### src/rtl/present_key_sequencer_if.sv
// rtl/present_key_sequencer_if.sv - round-key stream between the key sequencer and the round datapath
interface present_key_sequencer_if;
  logic        rk_valid;
  logic        rk_ready;
  logic [63:0] rk;
  logic [4:0]  rk_idx;

  modport master (output rk_valid, output rk, output rk_idx, input rk_ready);
  modport slave  (input rk_valid, input rk, input rk_idx, output rk_ready);
endinterface

### src/rtl/present_key_sequencer.sv
// rtl/present_key_sequencer.sv - iterative PRESENT-80 round-key sequencer
// One shared key_schedule step advances the 80-bit key register per accepted round key.
module present_key_sequencer #(
  parameter int ROUNDS = 31
) (
  input  logic                            clk,
  input  logic                            rst_n,
  input  logic                            start,
  input  logic [79:0]                     key_in,
  output logic                            busy,
  output logic                            done,
  present_key_sequencer_if.master         rk_if
);

  typedef enum logic [1:0] {
    IDLE = 2'd0,
    RUN  = 2'd1,
    DONE = 2'd2
  } state_t;

  localparam logic [4:0] LAST_IDX = 5'(ROUNDS);

  state_t      state;
  state_t      state_nxt;
  logic [79:0] key_reg;
  logic [79:0] key_nxt;
  logic [4:0]  cnt;
  logic [4:0]  cnt_nxt;
  logic        handshake;

  function automatic logic [3:0] sbox(input logic [3:0] x);
    logic [3:0] y;
    case (x)
      4'h0: y = 4'hC;
      4'h1: y = 4'h5;
      4'h2: y = 4'h6;
      4'h3: y = 4'hB;
      4'h4: y = 4'h9;
      4'h5: y = 4'h0;
      4'h6: y = 4'hA;
      4'h7: y = 4'hD;
      4'h8: y = 4'h3;
      4'h9: y = 4'hE;
      4'hA: y = 4'hF;
      4'hB: y = 4'h8;
      4'hC: y = 4'h4;
      4'hD: y = 4'h7;
      4'hE: y = 4'h1;
      default: y = 4'h2;
    endcase
    return y;
  endfunction

  // Rotate left by 61, S-box the top nibble, fold the round counter into bits 19:15.
  function automatic logic [79:0] key_schedule(input logic [79:0] k, input logic [4:0] rc);
    logic [79:0] r;
    r          = {k[18:0], k[79:19]};
    r[79:76]   = sbox(r[79:76]);
    r[19:15]   = r[19:15] ^ rc;
    return r;
  endfunction

  assign handshake = (state == RUN) && rk_if.rk_ready;

  always_ff @(posedge clk or negedge rst_n) begin
    if (!rst_n) begin
      state   <= IDLE;
      key_reg <= '0;
      cnt     <= '0;
    end else begin
      state   <= state_nxt;
      key_reg <= key_nxt;
      cnt     <= cnt_nxt;
    end
  end

  always_comb begin
    state_nxt = state;
    key_nxt   = key_reg;
    cnt_nxt   = cnt;
    case (state)
      IDLE: begin
        if (start) begin
          key_nxt   = key_in;
          cnt_nxt   = '0;
          state_nxt = RUN;
        end
      end
      RUN: begin
        if (handshake) begin
          if (cnt == LAST_IDX) begin
            state_nxt = DONE;
          end else begin
            key_nxt = key_schedule(key_reg, cnt + 5'd1);
            cnt_nxt = cnt + 5'd1;
          end
        end
      end
      DONE: begin
        state_nxt = IDLE;
      end
      default: begin
        state_nxt = IDLE;
      end
    endcase
  end

  assign busy           = (state == RUN);
  assign done           = (state == DONE);
  assign rk_if.rk_valid = (state == RUN);
  assign rk_if.rk       = key_reg[79:16];
  assign rk_if.rk_idx   = cnt;

endmodule
### src/flat_wrapper.sv
// flat-port wrapper written by rule: the top's interface ports become plain ports
module present_key_sequencer_flat 
#(
  parameter int ROUNDS = 31
)
  (clk, rst_n, start, key_in, busy, done, rk_if_rk_valid, rk_if_rk, rk_if_rk_idx, rk_if_rk_ready);
  present_key_sequencer_if rk_if_i ();
  input  logic clk;
  input  logic rst_n;
  input  logic start;
  input  logic [79:0] key_in;
  output logic busy;
  output logic done;
  output wire logic [$bits(rk_if_i.rk_valid)-1:0] rk_if_rk_valid;
  output wire logic [$bits(rk_if_i.rk)-1:0] rk_if_rk;
  output wire logic [$bits(rk_if_i.rk_idx)-1:0] rk_if_rk_idx;
  input wire logic [$bits(rk_if_i.rk_ready)-1:0] rk_if_rk_ready;
  assign rk_if_rk_valid = rk_if_i.rk_valid;
  assign rk_if_rk = rk_if_i.rk;
  assign rk_if_rk_idx = rk_if_i.rk_idx;
  assign rk_if_i.rk_ready = rk_if_rk_ready;
  present_key_sequencer #(.ROUNDS(ROUNDS)) u_core (.clk(clk), .rst_n(rst_n), .start(start), .key_in(key_in), .busy(busy), .done(done), .rk_if(rk_if_i));
endmodule
### config.mk
export PLATFORM = sky130hd
export DESIGN_NAME = present_key_sequencer_flat
export DESIGN_NICKNAME = d
export VERILOG_FILES = /design/src/rtl/present_key_sequencer_if.sv /design/src/rtl/present_key_sequencer.sv /design/src/flat_wrapper.sv
export SDC_FILE = /design/constraint.sdc
export NUM_CORES = 1
export LEC_CHECK = 0
export CAP_MARGIN = 10
export CORE_MARGIN = 5
export CORE_UTILIZATION = 46
export CTS_BUF_LIST = sky130_fd_sc_hd__clkbuf_4 sky130_fd_sc_hd__clkbuf_8 sky130_fd_sc_hd__clkbuf_16
export DETAILED_ROUTE_END_ITERATION = 7
export GPL_TIMING_DRIVEN = 0
export PLACE_DENSITY_LB_ADDON = 0.3
export SETUP_SLACK_MARGIN = 0.1
export SLEW_MARGIN = 20
export SYNTH_ARGS = -nofsm -noshare
export SYNTH_HDL_FRONTEND = slang
export SYNTH_SLANG_ARGS = --single-unit
### constraint.sdc
create_clock -name clk -period 2.7 [get_ports clk]
set_input_delay 0.27 -clock clk [delete_from_list [all_inputs] [get_ports clk]]
set_output_delay 0.27 -clock clk [all_outputs]
set_load 0.02 [all_outputs]
-- Yosys cells after proc, flatten, opt, wreduce, memory -nomap -nowiden
Memory sizes are Yosys's and may differ from the RTL's.
Index checks and enable logic that the tools add are counted.
- bitwise logic cells: 1
- reduce and logical (&&, ||, !) cells: 5
- multiply operators: 0
- eq/ne operators: 7
- shift-type cells: 0
- $lt $le $gt $ge: 0
- muxes and demuxes: 12
- add/sub/neg operators: 1
- div/mod/pow operators: 0
- operator list (kind ; count):
    $mux W80 ; 3
    $pmux W80 S2 ; 1
    $mux W5 ; 3
    $pmux W5 S2 ; 1
    $mux W2 ; 3
    $add A5 B1 Y5 const B ; 1
    $eq A5 B5 Y1 const B ; 1
    $xor A5 B5 Y5 ; 1
    $ne A2 B1 Y1 const B ; 2
    $ne A2 B2 Y1 const B ; 2
    $pmux W2 S2 ; 1
    $reduce_and A4 Y1 ; 1
    $reduce_and A3 Y1 ; 1
    $eq A2 B1 Y1 const B ; 1
    $eq A2 B2 Y1 const B ; 1
    $logic_not A2 Y1 ; 1
    $reduce_bool A2 Y1 ; 1
    $logic_and A1 B1 Y1 ; 1
- RAM bits: 0
- memories kept: 1
- memory bits (read-only): 64
- word-level logic and storage cells: 30
- bits in latches: 0
- bits in registers: 87
- memories (name ; depth ; bits a word ; rd ports ; clocked after memory_dff ; wr ports ; line ; source):
    (name not given) ; 16 ; 4 ; 1 ; 0 ; 0 ; present_key_sequencer.sv:33 ; case (x)

-- Logic depth before layout (Yosys ltp)
- depth in word-level cells: 5
- depth in mapped cells: 9

-- Worst setup path after synthesis
Ideal clock, no wire load.
- path type: register -> register
- start point: register u_core.cnt[0], in the netlist u_core.rk_if.rk_idx[0]
- end point: register u_core.key_reg[35]
- path slack: 605 ps
- data required time: 2618 ps
- cell stages (with the launch flop): 10
- data arrival time: 2013 ps
- cells stage by stage: dfrtp_1 -> ha_1 -> and3_1 -> ha_1 -> nand3b_1 -> a21oi_2 -> buf_4 -> buf_4 -> nor2_1 -> a31oi_1
- cells in the longest elaborated chain, start to end: 3
- ends and longest elaborated chain (item ; line ; source):
    from (decl) ; present_key_sequencer.sv:27 ; logic [4:0] cnt;
    from (signal assigned) ; present_key_sequencer.sv:73 ; cnt <= cnt_nxt;
    $eq A5 B5 Y1 ; present_key_sequencer.sv:91 ; if (cnt == LAST_IDX) begin
    $ne A2 B2 Y1 (no source line) ; n/a ;
    $reduce_and A4 Y1 (no source line) ; n/a ;
    to (signal assigned) ; present_key_sequencer.sv:72 ; key_reg <= key_nxt;
    to (decl) ; present_key_sequencer.sv:25 ; logic [79:0] key_reg;
No other way between the ends.
A chain may end at the register's enable or synchronous reset.

-- Final worst setup path
- start point: register u_core.cnt[0], in the netlist u_core.rk_if.rk_idx[0]
- end point: register u_core.key_reg[28]
Same word-level chain as after synthesis.

==> Flow_metrics.wiki <==
{| class="wikitable"
! Metric !! Value
|-
| Power per cell area || 978 nW/µm²
|-
| Type of the worst min-delay path || in2async
|-
| Worst slew margin relative to its limit || 60.0%
|-
| Layout Area Growth over Synthesis || 41.7%
|-
| Final setup skew || 0.00798 ns
|-
| Final Wtd Congestion || 0.886
|-
| Die area || 12200 µm²
|-
| CP required || 2.91 ns
|-
| Synthesized area per cell || 8.25 µm²
|-
| Max VDD drop || 0.000597 V
|-
| Part of the power in combinational logic || 51.4%
|-
| Number of buffers on the longest clock path || 2
|-
| Starting density of the core || 47.3%
|-
| Number of cell rows || 36
|-
| Register clock-pin slew on the reported worst setup and hold paths || 0.09 ns
|-
| 1st-pass router iterations || 5
|-
| Type of the setup path with the least slack || reg2reg
|-
| First-iteration detailed-routing DRC count || 238
|-
| Yosys cell types || 26
|-
| Type of element capturing the critical path || flop
|-
| Part of the total power dissipated in sequential elements || 34.7%
|-
| Crit path largest cell delay || 0.45 ns
|-
| Number of cells produced by synthesis || 563
|-
| Synth Cell Area || 4650 µm²
|-
| Most Frequent Cell on Critical Path || ha_1
|-
| # DRC || 0
|-
| Yosys reg bits || 87
|-
| Die Height || 111 µm
|-
| Hold Violations, Final || 0
|-
| Buffer type at the clock tree root || clkbuf_8
|-
| Overall via count from detail_route || 4449
|-
| Fillers || 858
|-
| Cells along the critical path || ha_1, and3_1, ha_1, nand3b_1, a21oi_2, buf_4, buf_2, a31oi_1
|-
| Number of primary I/O pins || 156
|-
| Switching component of the power || 0.00246 W
|-
| Nets || 821
|-
| Total nets after synthesis || 654
|-
| Overall overflow remaining after global route || 0
|-
| Part of the cycle the worst path needs || 87.9%
|-
| Largest fanout on the critical path || 10
|-
| Total routing usage reported by global routing || 23.8%
|-
| Flip-flop count of the largest register after layout || 80
|-
| Antenna viol nets, final || 0
|-
| Internal Power || 0.00398 W
|-
| Maximum number of pins on one net before global-route repair || 51
|-
| Fraction of the yosys area taken by sequential cells || 46.8%
|-
| Worst hold slack across all endpoints || 0.441 ns
|-
| Port-buffer cells || 155
|-
| Antenna diode instance count || 0
|-
| Unrepaired setup endpoints after global routing || no
|-
| Worst Max-Slew Pin Slew || 0.599 ns
|-
| WP buf/inv || 2
|-
| Static leakage || 2.96 nW
|-
| CTS Buf Count || 9
|-
| Nature of the critical path startpoint || flop
|-
| Overall power after layout || 0.00644 W
|-
| Slowest stage cell on the critical path || dfrtp_1
|-
| Clock Sinks || 87
|-
| Clock tree from TritonCTS || yes
|-
| Setup bufs post-CTS || 0
|-
| HPWL after detailed placement || 11.0 mm
|-
| Synth warnings || 0
|-
| Clock latency at the later pin of the worst-skew pair || 0.35 ns
|-
| Maxcap violations || 0
|-
| Peak clock frequency supported by timing || 0.421 GHz
|-
| Total length of routed wires || 14.5 mm
|-
| Layout cell share with drive strength beyond 1 || 15.0%
|-
| Floorplan core area || 9820 µm²
|-
| Wire per inst || 16.7 µm
|-
| Result of the run || completed
|-
| Switching share of power || 38.2%
|-
| Initial antenna violation count || 0
|-
| Global-route wire length before repair || 23.4 mm
|-
| Final setup violation count || 0
|-
| Via-to-Cell Ratio || 5.13
|-
| Arr. time, crit path || 2.58 ns
|-
| H-Tree Depth || 3
|-
| Clock period minus final worst setup slack || 2.37 ns
|-
| Vias in the first global route || 4473
|-
| Final slew viol count || 0
|-
| Resized Gates After CTS || 0
|-
| Die X || 111 µm
|-
| Part of the total power dissipated in the clock network || 13.9%
|-
| Worst path top cell family by delay || buffers and inverters
|}
==> cell type report <==
class	count	area, µm²	share of cell area (%)
repair buffers	157	1590	24.1
flip-flops and latches	87	2180	33.1
inverters	5	18.8	0.285
multi-input cells	370	1790	27.2
clock inverters	4	47.5	0.722
clock buffers	11	139	2.11
plain buffers	100	656	9.96
well taps	133	166	2.53
==> worst paths after layout <==
| check | slack [ns] | to | depth (start not counted) | start |
|---|---|---|---|---|
| worst min-delay path | 0.44 | u_core.key_reg[23]$_DFFE_PN0P_ | 2 | rst_n |
| worst min register to register | 0.51 | u_core.state[0]$_DFFE_PN0P_ | 1 | u_core.state[1]$_DFFE_PN0P_ |
| max in group asynchronous | 1.63 | u_core.key_reg[56]$_DFFE_PN0P_ | 3 | rst_n |
| worst max-delay path | 0.33 | u_core.key_reg[28]$_DFFE_PN0P_ | 8 | u_core.rk_if.rk_idx[0]$_DFFE_PN0P_ |
| min in group clk | 0.48 | u_core.key_reg[61]$_DFFE_PN0P_ | 3 | key_in[61] |
| worst max register to register | 0.33 | u_core.key_reg[28]$_DFFE_PN0P_ | 8 | u_core.rk_if.rk_idx[0]$_DFFE_PN0P_ |
==> metrics by stage <==
step           setup TNS (ns)  instance area (µm²)  util (%)  setup slack, ns  std cells
2_1_floorplan               0                 4650         -            0.605        563
3_3_place_gp          -152.02                 6360      64.8            -1.75        851
3_5_place_dp                0                 6390      65.1            0.350        852
4_1_cts                     0                 6580      67.0            0.343        867
5_1_grt                     0                 6580      67.0            0.177        867
6_report                    0                 6580      67.0            0.326        867
==> power by group through the flow <==
| stage | Sequential, W | Combinational [W] | Clock [W] |
|---|---|---|---|
| 2_1_floorplan | 0.00215 | 0.00206 | 0 |
| 3_3_place_gp | 0.00223 | 0.00325 | 0 |
| 5_1_grt | 0.00231 | 0.00358 | 0.000958 |
| 3_5_place_dp | 0.00225 | 0.00332 | 0 |
| 6_report | 0.00223 | 0.00331 | 0.000894 |
| 4_1_cts | 0.00223 | 0.00333 | 0.000896 |
==> synthesized netlist by cell type <==
cell | number | area share (%)
buf_4 | 67 | 11
clkbuf_1 | 11 | 0.89
xnor2_1 | 6 | 1.1
o21ai_0 | 12 | 1.3
mux4_2 | 1 | 0.48
a211o_1 | 1 | 0.19
nand3_1 | 1 | 0.11
dfrtp_1 | 87 | 47
buf_2 | 23 | 2.5
a31oi_1 | 72 | 9.7
and3_1 | 2 | 0.27
nand2_1 | 158 | 13
a21oi_2 | 1 | 0.19
a21o_1 | 2 | 0.32
nand3b_1 | 2 | 0.32
o211ai_1 | 1 | 0.16
nand2b_1 | 2 | 0.27
inv_2 | 1 | 0.081
a211oi_1 | 6 | 0.97
a21oi_1 | 9 | 0.97
nor3b_1 | 1 | 0.16
ha_1 | 7 | 1.9
nor2b_1 | 2 | 0.27
xor2_1 | 3 | 0.57
inv_1 | 4 | 0.32
nor2_1 | 81 | 6.5
==> routing by layer <==
metal	global-route usage (%)	wire length (µm)	vias up
met5	0	0	-
met4	7.22	267	0
met3	5.09	1080	24
met2	38.7	6920	191
met1	31.9	6250	2104
li1	-	-	2130
==> layout by cell type, fill, tap and decap left out, drive strengths merged, types with 7 or more instances in the layout <==
cell	n
nand2	158
clkdlybuf4s50	154
buf	92
dfrtp	87
nor2	81
a31oi	72
clkbuf	21
o21ai	12
a21oi	10
ha	7
==> cells by family (layout without fill, tap and decap cells) <==
group / after synthesis / after routing / synth area share, %
flip-flops: 87 / 87 / 46.8
AND/OR/NAND/NOR: 249 / 249 / 20.7
XOR/XNOR: 9 / 9 / 1.70
buffers and inverters: 106 / 277 / 14.6
multiplexers: 1 / 1 / 0.485
adder cells (fa/ha/maj): 7 / 7 / 1.88
AO/OA/AOI/OAI: 104 / 104 / 13.8
==> timing repair <==
action                     in CTS  in global routing
hold endpoints to repair       37                  0
setup endpoints to repair       1                  0
hold buffers                    1                  0
(Power assumes the default switching activity.)
